==> src/rtl/wb_skid_stage_pkg.sv <==
// Shared register-file bus defines and write-back stage types.
// The defines are global to the compilation unit, so this file is compiled first.
`ifndef WB_SHARED_DEFINES
`define WB_SHARED_DEFINES
`define RegAddrBus   4:0
`define RegBus       31:0
`define NOPRegAddr   5'b00000
`define ZeroWord     32'h00000000
`define WriteEnable  1'b1
`define WriteDisable 1'b0
`define WbCntBus     1:0
`endif

package wb_skid_stage_pkg;

  // State encoding doubles as the pending-entry count.
  typedef enum logic [1:0] {
    WB_EMPTY = 2'd0,
    WB_ONE   = 2'd1,
    WB_TWO   = 2'd2
  } wb_state_e;

  function automatic logic [1:0] wb_cnt(input wb_state_e s);
    return logic'(s == WB_TWO) ? 2'd2 : (s == WB_ONE) ? 2'd1 : 2'd0;
  endfunction

endpackage

==> src/rtl/wb_entry_reg.sv <==
// One pending write-back entry: {valid, waddr, wdata} with load and clear.
// Only the valid bit is reset; address/data are qualified by valid downstream.
module wb_entry_reg #(
  parameter int ADDR_W = 5,
  parameter int DATA_W = 32
) (
  input  logic              clk,
  input  logic              rst,
  input  logic              load,
  input  logic              clear,
  input  logic [ADDR_W-1:0] in_addr,
  input  logic [DATA_W-1:0] in_data,
  output logic              valid,
  output logic [ADDR_W-1:0] addr,
  output logic [DATA_W-1:0] data
);

  // Valid flag: clear wins over load so a flush always empties the entry.
  always_ff @(posedge clk or negedge rst) begin
    if (!rst)       valid <= 1'b0;
    else if (clear) valid <= 1'b0;
    else if (load)  valid <= 1'b1;
  end

  // Payload capture on load; stale contents are harmless once valid drops.
  always_ff @(posedge clk) begin
    if (load && !clear) begin
      addr <= in_addr;
      data <= in_data;
    end
  end

endmodule

==> src/rtl/wb_skid_stage.sv <==
// Write-back stage: output register plus one skid entry between MEM and the
// register file write port. Presents at most one write per cycle, in order.
// Optional pending-entry forwarding to ID is enabled by WB_PENDING_FWD_EN.
module wb_skid_stage
  import wb_skid_stage_pkg::*;
#(
  parameter int ADDR_W = 5,
  parameter int DATA_W = 32
) (
  input  logic              clk,
  input  logic              rst,
  input  logic              mem_valid,
  output logic              mem_ready,
  input  logic [ADDR_W-1:0] mem_wd,
  input  logic              mem_wreg,
  input  logic [DATA_W-1:0] mem_wdata,
  input  logic              wb_stall,
  input  logic              flush,
  output logic [ADDR_W-1:0] wb_waddr,
  output logic [DATA_W-1:0] wb_wdata,
  output logic              wb_we,
  output logic [`WbCntBus]  wb_count
`ifdef WB_PENDING_FWD_EN
  ,
  input  logic [ADDR_W-1:0] fwd_raddr1,
  input  logic [ADDR_W-1:0] fwd_raddr2,
  output logic              fwd_hit1,
  output logic              fwd_hit2,
  output logic [DATA_W-1:0] fwd_data1,
  output logic [DATA_W-1:0] fwd_data2
`endif
);

  wb_state_e state, state_nx;

  logic              accept, enq, fire;
  logic              out_load, out_clear, out_sel_skid;
  logic              skid_load, skid_clear;
  logic              out_valid, skid_valid;
  logic [ADDR_W-1:0] out_addr, skid_addr, out_in_addr;
  logic [DATA_W-1:0] out_data, skid_data, out_in_data;

  // Items that write nothing (no wreg, or r0) are consumed without a slot.
  assign accept = mem_valid & mem_ready & ~flush;
  assign enq    = accept & mem_wreg & (mem_wd != '0);
  assign fire   = out_valid & ~wb_stall & ~flush;

  // Output entry refills from MEM, or from the skid when draining TWO.
  assign out_in_addr = out_sel_skid ? skid_addr : mem_wd;
  assign out_in_data = out_sel_skid ? skid_data : mem_wdata;

  wb_entry_reg #(.ADDR_W(ADDR_W), .DATA_W(DATA_W)) u_out (
    .clk     (clk),
    .rst     (rst),
    .load    (out_load),
    .clear   (out_clear),
    .in_addr (out_in_addr),
    .in_data (out_in_data),
    .valid   (out_valid),
    .addr    (out_addr),
    .data    (out_data)
  );

  wb_entry_reg #(.ADDR_W(ADDR_W), .DATA_W(DATA_W)) u_skid (
    .clk     (clk),
    .rst     (rst),
    .load    (skid_load),
    .clear   (skid_clear),
    .in_addr (mem_wd),
    .in_data (mem_wdata),
    .valid   (skid_valid),
    .addr    (skid_addr),
    .data    (skid_data)
  );

  // State register; ready is registered from the next count.
  always_ff @(posedge clk or negedge rst) begin
    if (!rst) begin
      state     <= WB_EMPTY;
      mem_ready <= 1'b1;
    end else begin
      state     <= state_nx;
      mem_ready <= (state_nx != WB_TWO);
    end
  end

  // Next-state and entry controls; flush overrides accept and fire.
  always_comb begin
    state_nx     = state;
    out_load     = 1'b0;
    out_clear    = 1'b0;
    out_sel_skid = 1'b0;
    skid_load    = 1'b0;
    skid_clear   = 1'b0;
    if (flush) begin
      state_nx   = WB_EMPTY;
      out_clear  = 1'b1;
      skid_clear = 1'b1;
    end else begin
      unique case (state)
        WB_EMPTY: begin
          if (enq) begin
            out_load = 1'b1;
            state_nx = WB_ONE;
          end
        end
        WB_ONE: begin
          if (enq && fire) begin
            out_load = 1'b1;
          end else if (enq) begin
            skid_load = 1'b1;
            state_nx  = WB_TWO;
          end else if (fire) begin
            out_clear = 1'b1;
            state_nx  = WB_EMPTY;
          end
        end
        WB_TWO: begin
          if (fire && skid_valid) begin
            out_load     = 1'b1;
            out_sel_skid = 1'b1;
            skid_clear   = 1'b1;
            state_nx     = WB_ONE;
          end
        end
        default: state_nx = WB_EMPTY;
      endcase
    end
  end

  // Register-file port, zeroed whenever no output entry is held.
  always_comb begin
    wb_we    = fire;
    wb_waddr = out_valid ? out_addr : '0;
    wb_wdata = out_valid ? out_data : '0;
    wb_count = wb_cnt(state);
  end

`ifdef WB_PENDING_FWD_EN
  // Newest matching entry wins; r0 never hits.
  function automatic logic [DATA_W:0] fwd_lookup(input logic [ADDR_W-1:0] raddr);
    if (raddr == '0)                        return '0;
    else if (skid_valid && skid_addr == raddr) return {1'b1, skid_data};
    else if (out_valid && out_addr == raddr)   return {1'b1, out_data};
    else                                     return '0;
  endfunction

  // Combinational lookup for both ID read ports.
  always_comb begin
    {fwd_hit1, fwd_data1} = fwd_lookup(fwd_raddr1);
    {fwd_hit2, fwd_data2} = fwd_lookup(fwd_raddr2);
  end
`endif

endmodule

==> config.mk <==
export PLATFORM = sky130hd
export DESIGN_NAME = wb_skid_stage
export DESIGN_NICKNAME = d
export VERILOG_FILES = /design/src/rtl/wb_skid_stage_pkg.sv /design/src/rtl/wb_entry_reg.sv /design/src/rtl/wb_skid_stage.sv
export SDC_FILE = /design/constraint.sdc
export NUM_CORES = 1
export LEC_CHECK = 0
export ABC_AREA = 1
export BUFFER_PORTS_ARGS = -buffer_cell sky130_fd_sc_hd__buf_2
export CAP_MARGIN = 20
export CORE_ASPECT_RATIO = 1.2
export CORE_MARGIN = 3
export CORE_UTILIZATION = 53
export CTS_CLUSTER_SIZE = 28
export DETAILED_ROUTE_END_ITERATION = 8
export PLACE_DENSITY = 0.8
export SLEW_MARGIN = 20
export SYNTH_ARGS = -nofsm -noshare
export SYNTH_HDL_FRONTEND = slang
export SYNTH_SLANG_ARGS = --single-unit
==> constraint.sdc <==
create_clock -name clk -period 2.7 [get_ports clk]
set_input_delay 0.27 -clock clk [delete_from_list [all_inputs] [get_ports clk]]
set_output_delay 0.27 -clock clk [all_outputs]
set_load 0.01 [all_outputs]
==> flow_metrics.py, run 1 <==
metrics = {
    "run_status": {
        "outcome": "complete, no violations",
    },
    "sta": {
        "slew_viol_final": 0,
        "fin_setup_tns_ns": 0,
        "worstMarginPinSlew_ns": 0.372,
        "fin_worst_skew_ns": 0.00692,
        "hold_slack_ns": 0.113,
        "hold_violations": 0,
        "fmax_mhz": 561,
        "rsz0062_at_grt": "false",
        "min_period_ns": 1.78,
        "slew-limit-headroom_pct": 75.2,
        "post-route-period-util_pct": 66.0,
        "finalSetupViolCount": 0,
    },
    "drt": {
        "antenna_left": 0,
        "drc_errors": 0,
        "wire_per_inst_um": 12.9,
        "drtIter0Drc": 159,
        "viasPerCell": 4.84,
        "routed_wl_um": 6400,
        "num_vias": 2403,
        "drtPass1Iterations": 5,
    },
    "cells_and_area": {
        "multiInputGateArea_sq_um": 769,
        "drive_gt1_share_pct": 27.5,
        "antenna_cells": 0,
        "syn_to_final_growth_pct": 21.3,
        "fin_nets": 453,
        "fillers": 461,
        "ff_latch_area_sq_um": 2350,
    },
    "die": {
        "die_w_um": 78.8,
        "num_rows": 31,
        "core-area_sq_um": 6090,
        "initial_utilization_pct": 55.4,
        "io_pins": 84,
        "dieArea_sq_um": 7360,
        "die_h_um": 93.4,
    },
    "worst_setup_path": {
        "critPathMaxStageDelay_ns": 0.41,
        "end_kind": "flip-flop",
        "start_kind": "flip-flop",
        "rr_endpoint": "u_out.data[12]$_DFFE_PP_",
        "cp_max_fo": 21,
        "r2r_cells": 7,
        "reg2reg_from": "u_out.valid$_DFFE_PN0P_",
        "slowest_stage": "dfrtp_1",
        "required_ns": 2.73,
        "rrSetupSlack_ns": 0.92,
        "path_common_cell": "nand2_1",
        "crit_type": "flip-flop to flip-flop",
        "arrival_ns": 1.81,
        "worstPathCellList": "nand3_4, nor2_8, nand2_2, nand2_1, inv_1, nand2_1, buf_4",
    },
    "logic_synthesis": {
        "async_flop_share_pct": 6.33,
        "synth_area_sq_um": 3370,
        "syn-num-nets": 365,
        "postSynthCellCount": 322,
        "synth.ff_latch_count": 79,
        "yosys_warnings": 0,
        "seq_area_frac_synth_pct": 69.6,
        "synth_ff_type": "edfxtp_1",
        "syn_avg_cell_area_sq_um": 10.5,
        "synth.distinct_cells": 18,
        "synth_edf_count": 74,
    },
    "min_path": {
        "hold_depth": 1,
        "hold_class": "input pin to flip-flop",
        "min-delay-start": "mem_wdata[27]",
        "hold_end": "u_skid.data[27]$_DFFE_PP_",
    },
    "placed_design": {
        "dp_hpwl_um": 4580,
        "place_congestion": 0.804,
        "io_buffers": 83,
    },
    "clock_network": {
        "clk_pin_slew_ns": 0.08,
        "htreeDepth": 3,
        "cts_sinks": 79,
        "clk_latency_ns": 0.34,
        "numCtsBuffers": 9,
        "post_cts_resized": 0,
        "cts_tree": "built",
        "post_cts_buffers": 0,
        "clockBufferDepth": 2,
        "cts_root_buffer": "clkbuf_8",
    },
    "power_and_ir_drop": {
        "powerDensity_nw_per_um2": 579,
        "pwr-share-clk_pct": 35.9,
        "power.internal_mw": 1.85,
        "p_leak_nw": 2.11,
        "p_sw_share_pct": 21.9,
        "ir_drop_mv": 0.431,
        "power_frac_comb_pct": 6.3,
        "power_switching_mw": 0.520,
        "pwr-share-seq_pct": 57.8,
    },
    "global_route": {
        "met3_usage_pct": 3.47,
        "met1_usage_pct": 22.1,
        "globalRoute.busiestLayer": "met2",
        "grt-ovfl-total": 0,
        "grt_use_met2_pct": 32.4,
        "grt_max_degree": 39,
        "grt_pass1_vias": 2342,
        "grt_pass1_wl_um": 10600,
        "grtUsageTotal_pct": 18.9,
        "antenna_found_initial": 0,
    },
    "run": {
        "maxCapViolCount": 0,
    },
}
[logic make-up after synthesis]
group / count (synthesis) / share of synthesized area, %
AOI/OAI and AO/OA: 4 / 0.593
and+or+nand+nor: 174 / 22.2
DFF: 79 / 69.6
buffers and inverters: 65 / 7.61
[registers in the layout, indices dropped and copies added, names as in the netlist]
register and flops:
state 2, mem_ready 1, u_out.data 32, u_out.valid 1
u_skid.addr 5, u_out.addr 5, u_skid.valid 1, u_skid.data 32
[layout make-up]
type / instances / share of cell area, %
Tap cell: 82 / 2.51
Clock buffer: 9 / 3.03
Multi-Input combinational cell: 178 / 18.8
Inverter: 50 / 4.59
Timing Repair Buffer: 92 / 11.9
Sequential cell: 79 / 57.4
Clock inverter: 7 / 1.77
[metal layers]
| metal | vias up | routed length, um |
|---|---|---|
| li1 | 1212 | - |
| met1 | 1077 | 2500 |
| met2 | 93 | 3380 |
| met3 | 21 | 307 |
| met4 | 0 | 219 |
| met5 | - | 0 |
[synthesized netlist by cell type (2+ instances only)]
master,count,area share (%)
edfxtp_1,74,66
a21oi_1,3,0.45
dfrtp_1,4,3.0
buf_2,10,1.5
buf_1,2,0.22
nand3_1,43,6.4
nand2_1,119,13
inv_1,49,5.5
clkbuf_1,3,0.33
nand4_1,2,0.37
nor2_1,6,0.67
[worst max path at each step]
stage,start,end,slack [ns],cells past startpoint
global route,u_out.valid$_DFFE_PN0P_,u_out.data[12]$_DFFE_PP_,0.79,7
floorplan,mem_ready$_DFF_PN1_,u_out.addr[0]$_DFFE_PP_,0.53,6
finish,u_out.valid$_DFFE_PN0P_,u_out.data[12]$_DFFE_PP_,0.92,7
CTS,state[0]$_DFF_PN0_,wb_count[1],0.93,3
detailed placement,flush,u_out.data[11]$_DFFE_PP_,0.85,9
global placement,flush,u_out.data[11]$_DFFE_PP_,0.94,9
[power groups by stage]
stage          combinational, mW  sequential, mW  clock (mW)
3_5_place_dp               0.150            1.40           0
3_3_place_gp               0.144            1.40           0
2_1_floorplan             0.0727            1.40           0
6_report                   0.149            1.37       0.850
4_1_cts                    0.152            1.37       0.866
5_1_grt                    0.171            1.37       0.921
[layout by cell type (no fill, tap or decap), drive strengths merged]
master and n:
nand4 2, dfstp 1, dlygate4sd3 1, dfrtp 4, clkinv 3, inv 51
o21ai 1, clkbuf 9, nor2 8, buf 91, a21oi 3, nand3 44
clkinvlp 2, edfxtp 74, nand2 120, bufinv 1
[worst max-delay path: cells and delay by family, from the launching register on]
kind                   cells  cell delay (ns)
flip-flops                 1             0.41
buffers and inverters      2             0.34
AND/OR/NAND/NOR            5             0.71
[what timing repair did]
action,CTS,global route
setup endpoints to repair,0,0
hold endpoints to repair,5,0
hold buffers,1,0
[per-stage QoR]
stage / setup WS [ns] / power [mW] / util, % / instances / instance area, sq um
2_1_floorplan: 0.528 / 1.47 / - / 322 / 3370
3_3_place_gp: 0.936 / 1.54 / 63.8 / 480 / 3880
3_5_place_dp: 0.853 / 1.55 / 63.8 / 480 / 3880
4_1_cts: 0.930 / 2.39 / 67.2 / 497 / 4090
5_1_grt: 0.789 / 2.46 / 67.2 / 497 / 4090
6_report: 0.917 / 2.37 / 67.2 / 497 / 4090
Power figures use the tool's default switching activity.
==> run 2: changes to the inputs <==
Settings changed: ABC_AREA 1 to 0, CORE_UTILIZATION 53 to 48, PLACE_DENSITY 0.8 to 0.76.
Clock period 2.7 ns to 1.6 ns, I/O delays scaled along.
==> run 2 against run 1 <==
  * The flow now finishes with violations (setup timing)
  * Design area up 11%
  * First-iteration DRC count down 16%
  * Register-to-register slack worse by 1.1 ns
  * Clock-buffer cell count unchanged
  * Non-clock buffer count up 24
  * Clock power up 82%
  * Power up 75%
  * Worst hold slack worse by 0.10 ns
  * Global-route usage down 2.6 points
  * Flip-flop and latch count unchanged
  * Final cell count down 20%
  * Sequential power up 68%
  * Critical path type unchanged
==> flow_metrics.py, run 2 <==
metrics = {
    "logic_synthesis": {
        "yosys_warnings": 0,
        "seq_area_frac_synth_pct": 70.0,
        "syn_avg_cell_area_sq_um": 17.6,
        "yosys.cell_count.top_type": "edfxtp_1",
        "synth.distinct_cells": 29,
        "synth.ff_latch_count": 79,
        "synth_ff_type": "edfxtp_1",
        "synth_area_sq_um": 3360,
        "syn-num-nets": 234,
        "async_flop_share_pct": 6.33,
        "postSynthCellCount": 191,
        "synth_top_area_share_pct": 66.2,
        "synth_top_area_cell": "edfxtp_1",
        "synth_edf_count": 74,
        "synth.top_cells.by_area": "edfxtp_1 (66%), mux2_4 (13%), and2_1 (6.9%)",
        "yosys-top-cells-count": "edfxtp_1 (74), and2_1 (37), mux2_4 (28)",
    },
    "drt": {
        "antenna_left": 0,
        "drc_errors": 0,
        "num_vias": 1967,
        "wire_per_inst_um": 16.0,
        "drtPass1Iterations": 4,
        "viasPerCell": 4.92,
        "routed_wl_um": 6410,
        "drtIter0Drc": 134,
    },
    "worst_setup_path": {
        "arrival_ns": 1.86,
        "worstPathCellList": "or3b_4, buf_4, nor3_4, buf_12, mux2_4",
        "required_ns": 1.69,
        "crit_type": "flip-flop to flip-flop",
        "critPathMaxStageDelay_ns": 0.42,
        "slowest_stage": "or3b_4",
        "start_kind": "flip-flop",
        "cp_max_fo": 5,
        "end_kind": "flip-flop",
    },
    "global_route": {
        "antenna_found_initial": 0,
        "grt_pass1_vias": 2035,
        "grtUsageTotal_pct": 16.3,
        "grt_pass1_wl_um": 9680,
        "grt_max_degree": 40,
        "grt-ovfl-total": 0,
    },
    "sta": {
        "finalSetupViolCount": 111,
        "rsz0062_at_grt": "true",
        "slew-limit-headroom_pct": 68.3,
        "fin_worst_skew_ns": 0.00508,
        "setup_ws_ns": -0.169,
        "hold_violations": 0,
        "fmax_mhz": 565,
        "worstMarginPinSlew_ns": 0.472,
        "slew_viol_final": 0,
        "post-route-period-util_pct": 111,
        "min_period_ns": 1.77,
    },
    "power_and_ir_drop": {
        "powerDensity_nw_per_um2": 914,
        "ir_drop_mv": 0.882,
        "p_leak_nw": 1.96,
    },
    "die": {
        "io_pins": 84,
        "die_h_um": 97.6,
        "num_rows": 32,
        "dieArea_sq_um": 8030,
        "initial_utilization_pct": 50.8,
        "core-area_sq_um": 6610,
        "die_w_um": 82.3,
    },
    "run": {
        "maxCapViolCount": 0,
    },
    "clock_network": {
        "cts_sinks": 79,
        "cts_tree": "built",
        "clk_latency_ns": 0.34,
        "cts_root_buffer": "clkbuf_8",
        "clk_pin_slew_ns": 0.07,
        "numCtsBuffers": 9,
        "htreeDepth": 3,
        "clockBufferDepth": 2,
    },
    "placed_design": {
        "dp_hpwl_um": 4180,
        "dpl.cell_count": 368,
        "place_congestion": 0.871,
        "io_buffers": 83,
        "post-place-ws_ns": -0.150,
    },
    "run_status": {
        "violations": "setup timing",
        "outcome": "complete, but fails checks",
    },
    "cells_and_area": {
        "drive_gt1_share_pct": 54.9,
        "antenna_cells": 0,
        "final_common_cell": "buf_2",
        "syn_to_final_growth_pct": 35.3,
        "final_cell_count_no_fill": 400,
        "mostFrequentLayoutCells": "buf_2 (82), edfxtp_1 (74), and2_1 (37)",
        "largestRegisters": "u_out.data (32), u_skid.data (32)",
        "fin_nets": 354,
    },
    "min_path": {
        "hold_class": "input pin to flip-flop",
    },
}
[run 2: cell types whose count changed after synthesis, moves of 3 or more]
| cell | change |
|---|---|
| nor2_1 | -4 |
| mux2_2 | +9 |
| buf_2 | -10 |
| nand2_1 | -118 |
| buf_6 | +3 |
| mux2_4 | +28 |
| nand3_1 | -42 |
| and2_1 | +37 |
| inv_1 | -45 |
[run 2: area by class of cell]
| class | count | area (sq um) |
|---|---|---|
| sequential | 79 | 2350 |
| fill | 437 | 2070 |
| multi-input combinational | 99 | 991 |
| timing repair buffer | 116 | 860 |
| clock buffer | 9 | 124 |
| tap | 85 | 106 |
| clock inverter | 6 | 86.3 |
| inverter | 6 | 25.0 |
[run 2: worst paths after layout]
kind / from / to / slack [ns] / depth (start not counted)
setup / recovery: u_out.valid$_DFFE_PN0P_ / u_out.addr[1]$_DFFE_PP_ / -0.17 / 5
hold / removal: mem_wdata[5] / u_skid.data[5]$_DFFE_PP_ / 0.01 / 1
setup reg to reg: u_out.valid$_DFFE_PN0P_ / u_out.addr[1]$_DFFE_PP_ / -0.17 / 5
hold reg to reg: u_skid.data[3]$_DFFE_PP_ / u_out.data[3]$_DFFE_PP_ / 0.55 / 1
max in group asynchronous: rst / mem_ready$_DFF_PN1_ / 1.21 / 2
min in group asynchronous: rst / state[1]$_DFF_PN0_ / 0.18 / 2
[run 2: per-stage QoR]
stage                     hold WS, ns  power (mW)  area, sq um  util [%]  setup TNS (ns)
after floorplan                -0.136        2.48         3380         -          -35.51
after global placement        -0.0190        2.61         4040      61.1           -6.91
after detailed placement      -0.0148        2.62         4040      61.1           -9.56
after CTS                    0.000505        4.18         4410      66.7          -11.42
after global routing         -0.00455        4.30         4540      68.7          -19.12
final                         0.00988        4.15         4540      68.7          -13.57
[run 2: logic make-up (layout without fill, tap and decap cells)]
logic type	after synthesis	count (layout)	share of synthesized area, %
compound gates	13	13	2.80
buf+inv	13	137	2.13
flops	79	79	70.0
mux	37	37	15.5
simple gates	49	49	9.55
[run 2: routing by layer]
| metal | vias up | part of all wire, % | GRT usage (%) |
|---|---|---|---|
| met2 | 67 | 53 | 26.9 |
| met3 | 16 | 5.5 | 3.71 |
| met1 | 930 | 39 | 19.5 |
| met4 | 0 | 2.7 | 8.44 |
| li1 | 954 | - | - |
| met5 | - | 0 | 0 |
[run 2: worst max-delay path, delay by kind of cell (launching register included)]
kind | cells | cell delay, ns
and+or+nand+nor | 2 | 0.57
buffers and inverters | 2 | 0.31
DFF | 1 | 0.35
muxes | 1 | 0.29
[run 2: timing repair]
item,4_1_cts,5_1_grt
buffers inserted,3,5
hold buffers,6,0
gates resized for setup,9,7
hold endpoints to repair,10,0
gates cloned,1,4
pin swaps,0,1
endpoints found under the setup margin,111,114
[run 2: where the power goes]
| group | internal [mW] | total (mW) | switching [mW] |
|---|---|---|---|
| sequential | 2.29 | 2.30 | 0.00781 |
| combinational | 0.174 | 0.307 | 0.134 |
| clock | 0.866 | 1.55 | 0.681 |
==> run 3: changes to the inputs <==
Settings changed: PLACE_DENSITY 0.76 to default, PLACE_DENSITY_LB_ADDON from default to 0.05.
==> run 3 against run 2 <==
  * The flow still finishes with violations (setup timing)
  * Clock power increased by 15%
  * Final cell count increased by 3.0%
  * Design area increased by 2.4%
  * Via count increased by 2.7%
  * Global-route usage increased by 0.62 points
  * First-iteration DRC count decreased by 31%
  * Maximum frequency increased by 0.33%
  * Clock-buffer cell count unchanged
  * Combinational power increased by 8.1%
  * Routed wire length increased by 4.0%
  * Die area unchanged
  * Critical endpoint is now u_out.data[13]$_DFFE_PP_
  * Largest power group unchanged
==> flow_metrics.py, run 3 (same netlist as run 2, synthesis figures left out) <==
metrics = {
    "run_status": {
        "outcome": "complete, but fails checks",
        "violations": "setup timing",
    },
    "clock_network": {
        "cts_root_buffer": "clkbuf_8",
        "clockBufferDepth": 2,
        "numCtsBuffers": 9,
        "clk_latency_ns": 0.35,
        "htreeDepth": 3,
        "clk_pin_slew_ns": 0.09,
        "cts_sinks": 79,
        "cts_tree": "built",
    },
    "die": {
        "dieArea_sq_um": 8030,
        "die_h_um": 97.6,
        "num_rows": 32,
        "die_w_um": 82.3,
        "io_pins": 84,
        "core-area_sq_um": 6610,
        "initial_utilization_pct": 50.8,
    },
    "worst_setup_path": {
        "cp_top_family": "compound AO/OA/AOI/OAI gates",
        "start_kind": "flip-flop",
        "critPathMaxStageDelay_ns": 0.54,
        "arrival_ns": 1.82,
        "required_ns": 1.66,
        "crit_type": "flip-flop to flip-flop",
        "cp_max_fo": 16,
        "slowest_stage": "dfstp_2",
        "crit_buf_inv": 1,
        "end_kind": "flip-flop",
        "worstPathCellList": "nand4b_1, a211o_1, o21ai_4, buf_12",
    },
    "global_route": {
        "antenna_found_initial": 0,
        "grt_pass1_wl_um": 10000,
        "grtUsageTotal_pct": 17.0,
        "grt_pass1_vias": 2166,
        "grt-ovfl-total": 0,
        "grt_max_degree": 40,
    },
    "drt": {
        "num_vias": 2021,
        "drtPass1Iterations": 5,
        "wire_per_inst_um": 16.2,
        "antenna_left": 0,
        "viasPerCell": 4.91,
        "routed_wl_um": 6670,
        "drc_errors": 0,
        "drtIter0Drc": 93,
    },
    "power_and_ir_drop": {
        "total_power_mw": 4.41,
        "ir_drop_mv": 0.771,
        "power.internal_mw": 3.52,
        "pwr-share-clk_pct": 40.5,
        "power_frac_comb_pct": 7.5,
        "powerDensity_nw_per_um2": 949,
        "pwr-share-seq_pct": 52.0,
        "p_leak_nw": 2.01,
        "power_switching_mw": 0.891,
        "p_sw_share_pct": 20.2,
    },
    "sta": {
        "fmax_mhz": 567,
        "hold_violations": 0,
        "worstMarginPinSlew_ns": 0.477,
        "fin_worst_skew_ns": 0.00795,
        "post-route-period-util_pct": 110,
        "slew-limit-headroom_pct": 67.9,
        "setup_ws_ns": -0.163,
        "fin_setup_tns_ns": -12.22,
        "hold_slack_ns": 0.00945,
        "min_period_ns": 1.76,
        "slew_viol_final": 0,
        "rsz0062_at_grt": "true",
        "finalSetupViolCount": 111,
    },
    "placed_design": {
        "post-place-ws_ns": -0.133,
        "dp_hpwl_um": 4300,
        "dpl.cell_count": 370,
        "place_congestion": 0.816,
        "io_buffers": 83,
    },
    "cells_and_area": {
        "fin_nets": 365,
        "largestRegisters": "u_out.data (32), u_skid.data (32)",
        "final_cell_count_no_fill": 412,
        "mostFrequentLayoutCells": "buf_2 (83), edfxtp_1 (74), and2_1 (37)",
        "syn_to_final_growth_pct": 38.6,
        "final_common_cell": "buf_2",
        "drive_gt1_share_pct": 51.7,
        "antenna_cells": 0,
    },
    "run": {
        "maxCapViolCount": 0,
    },
    "min_path": {
        "hold_class": "input pin to flip-flop",
    },
}
-- run 3: final cells by class --
class                      instances  area, sq um
clock buffer                       9          124
clock inverter                     7          120
fill                             451         1960
inverter                           6         25.0
multi-input combinational         99          980
sequential                        79         2350
tap                               85          106
timing repair buffer             127          947
-- run 3: final timing paths --
check,end,start,depth (start not counted),slack [ns]
worst max register to register,u_out.data[13]$_DFFE_PP_,mem_ready$_DFF_PN1_,4,-0.16
worst min register to register,u_out.data[17]$_DFFE_PP_,u_skid.data[17]$_DFFE_PP_,1,0.55
max in group asynchronous,mem_ready$_DFF_PN1_,rst,2,1.23
min in group asynchronous,u_skid.valid$_DFFE_PN0P_,rst,2,0.16
worst max-delay path,u_out.data[13]$_DFFE_PP_,mem_ready$_DFF_PN1_,4,-0.16
worst min-delay path,u_skid.data[21]$_DFFE_PP_,mem_wdata[21],1,0.009
-- run 3: timing repair --
action / 4_1_cts / 5_1_grt
hold buffers: 20 / 0
setup endpoints to repair: 112 / 112
buffers inserted: 2 / 2
hold endpoints to repair: 24 / 0
pin swaps: 2 / 1
cloned: 0 / 4
resized for setup: 8 / 1
-- run 3: per-layer routing --
metal	share of wire, %	up-vias	GRT usage [%]
met5	0	-	0
met4	2.3	0	8.57
met1	42	973	20.1
met3	4.6	13	3.62
li1	-	974	-
met2	51	61	28.2
-- run 3: power groups by stage --
stage | clock network (mW) | logic (mW) | registers, mW
finish | 1.79 | 0.332 | 2.30
global route | 1.89 | 0.362 | 2.30
CTS | 1.82 | 0.332 | 2.30
detailed placement | 0 | 0.285 | 2.34
global placement | 0 | 0.280 | 2.34
floorplan | 0 | 0.139 | 2.34
-- run 3: through the flow --
stage          instance area [sq um]  utilization (%)
2_1_floorplan                   3380                -
3_3_place_gp                    4070             61.6
3_5_place_dp                    4070             61.6
4_1_cts                         4550             68.9
5_1_grt                         4650             70.4
6_report                        4650             70.4
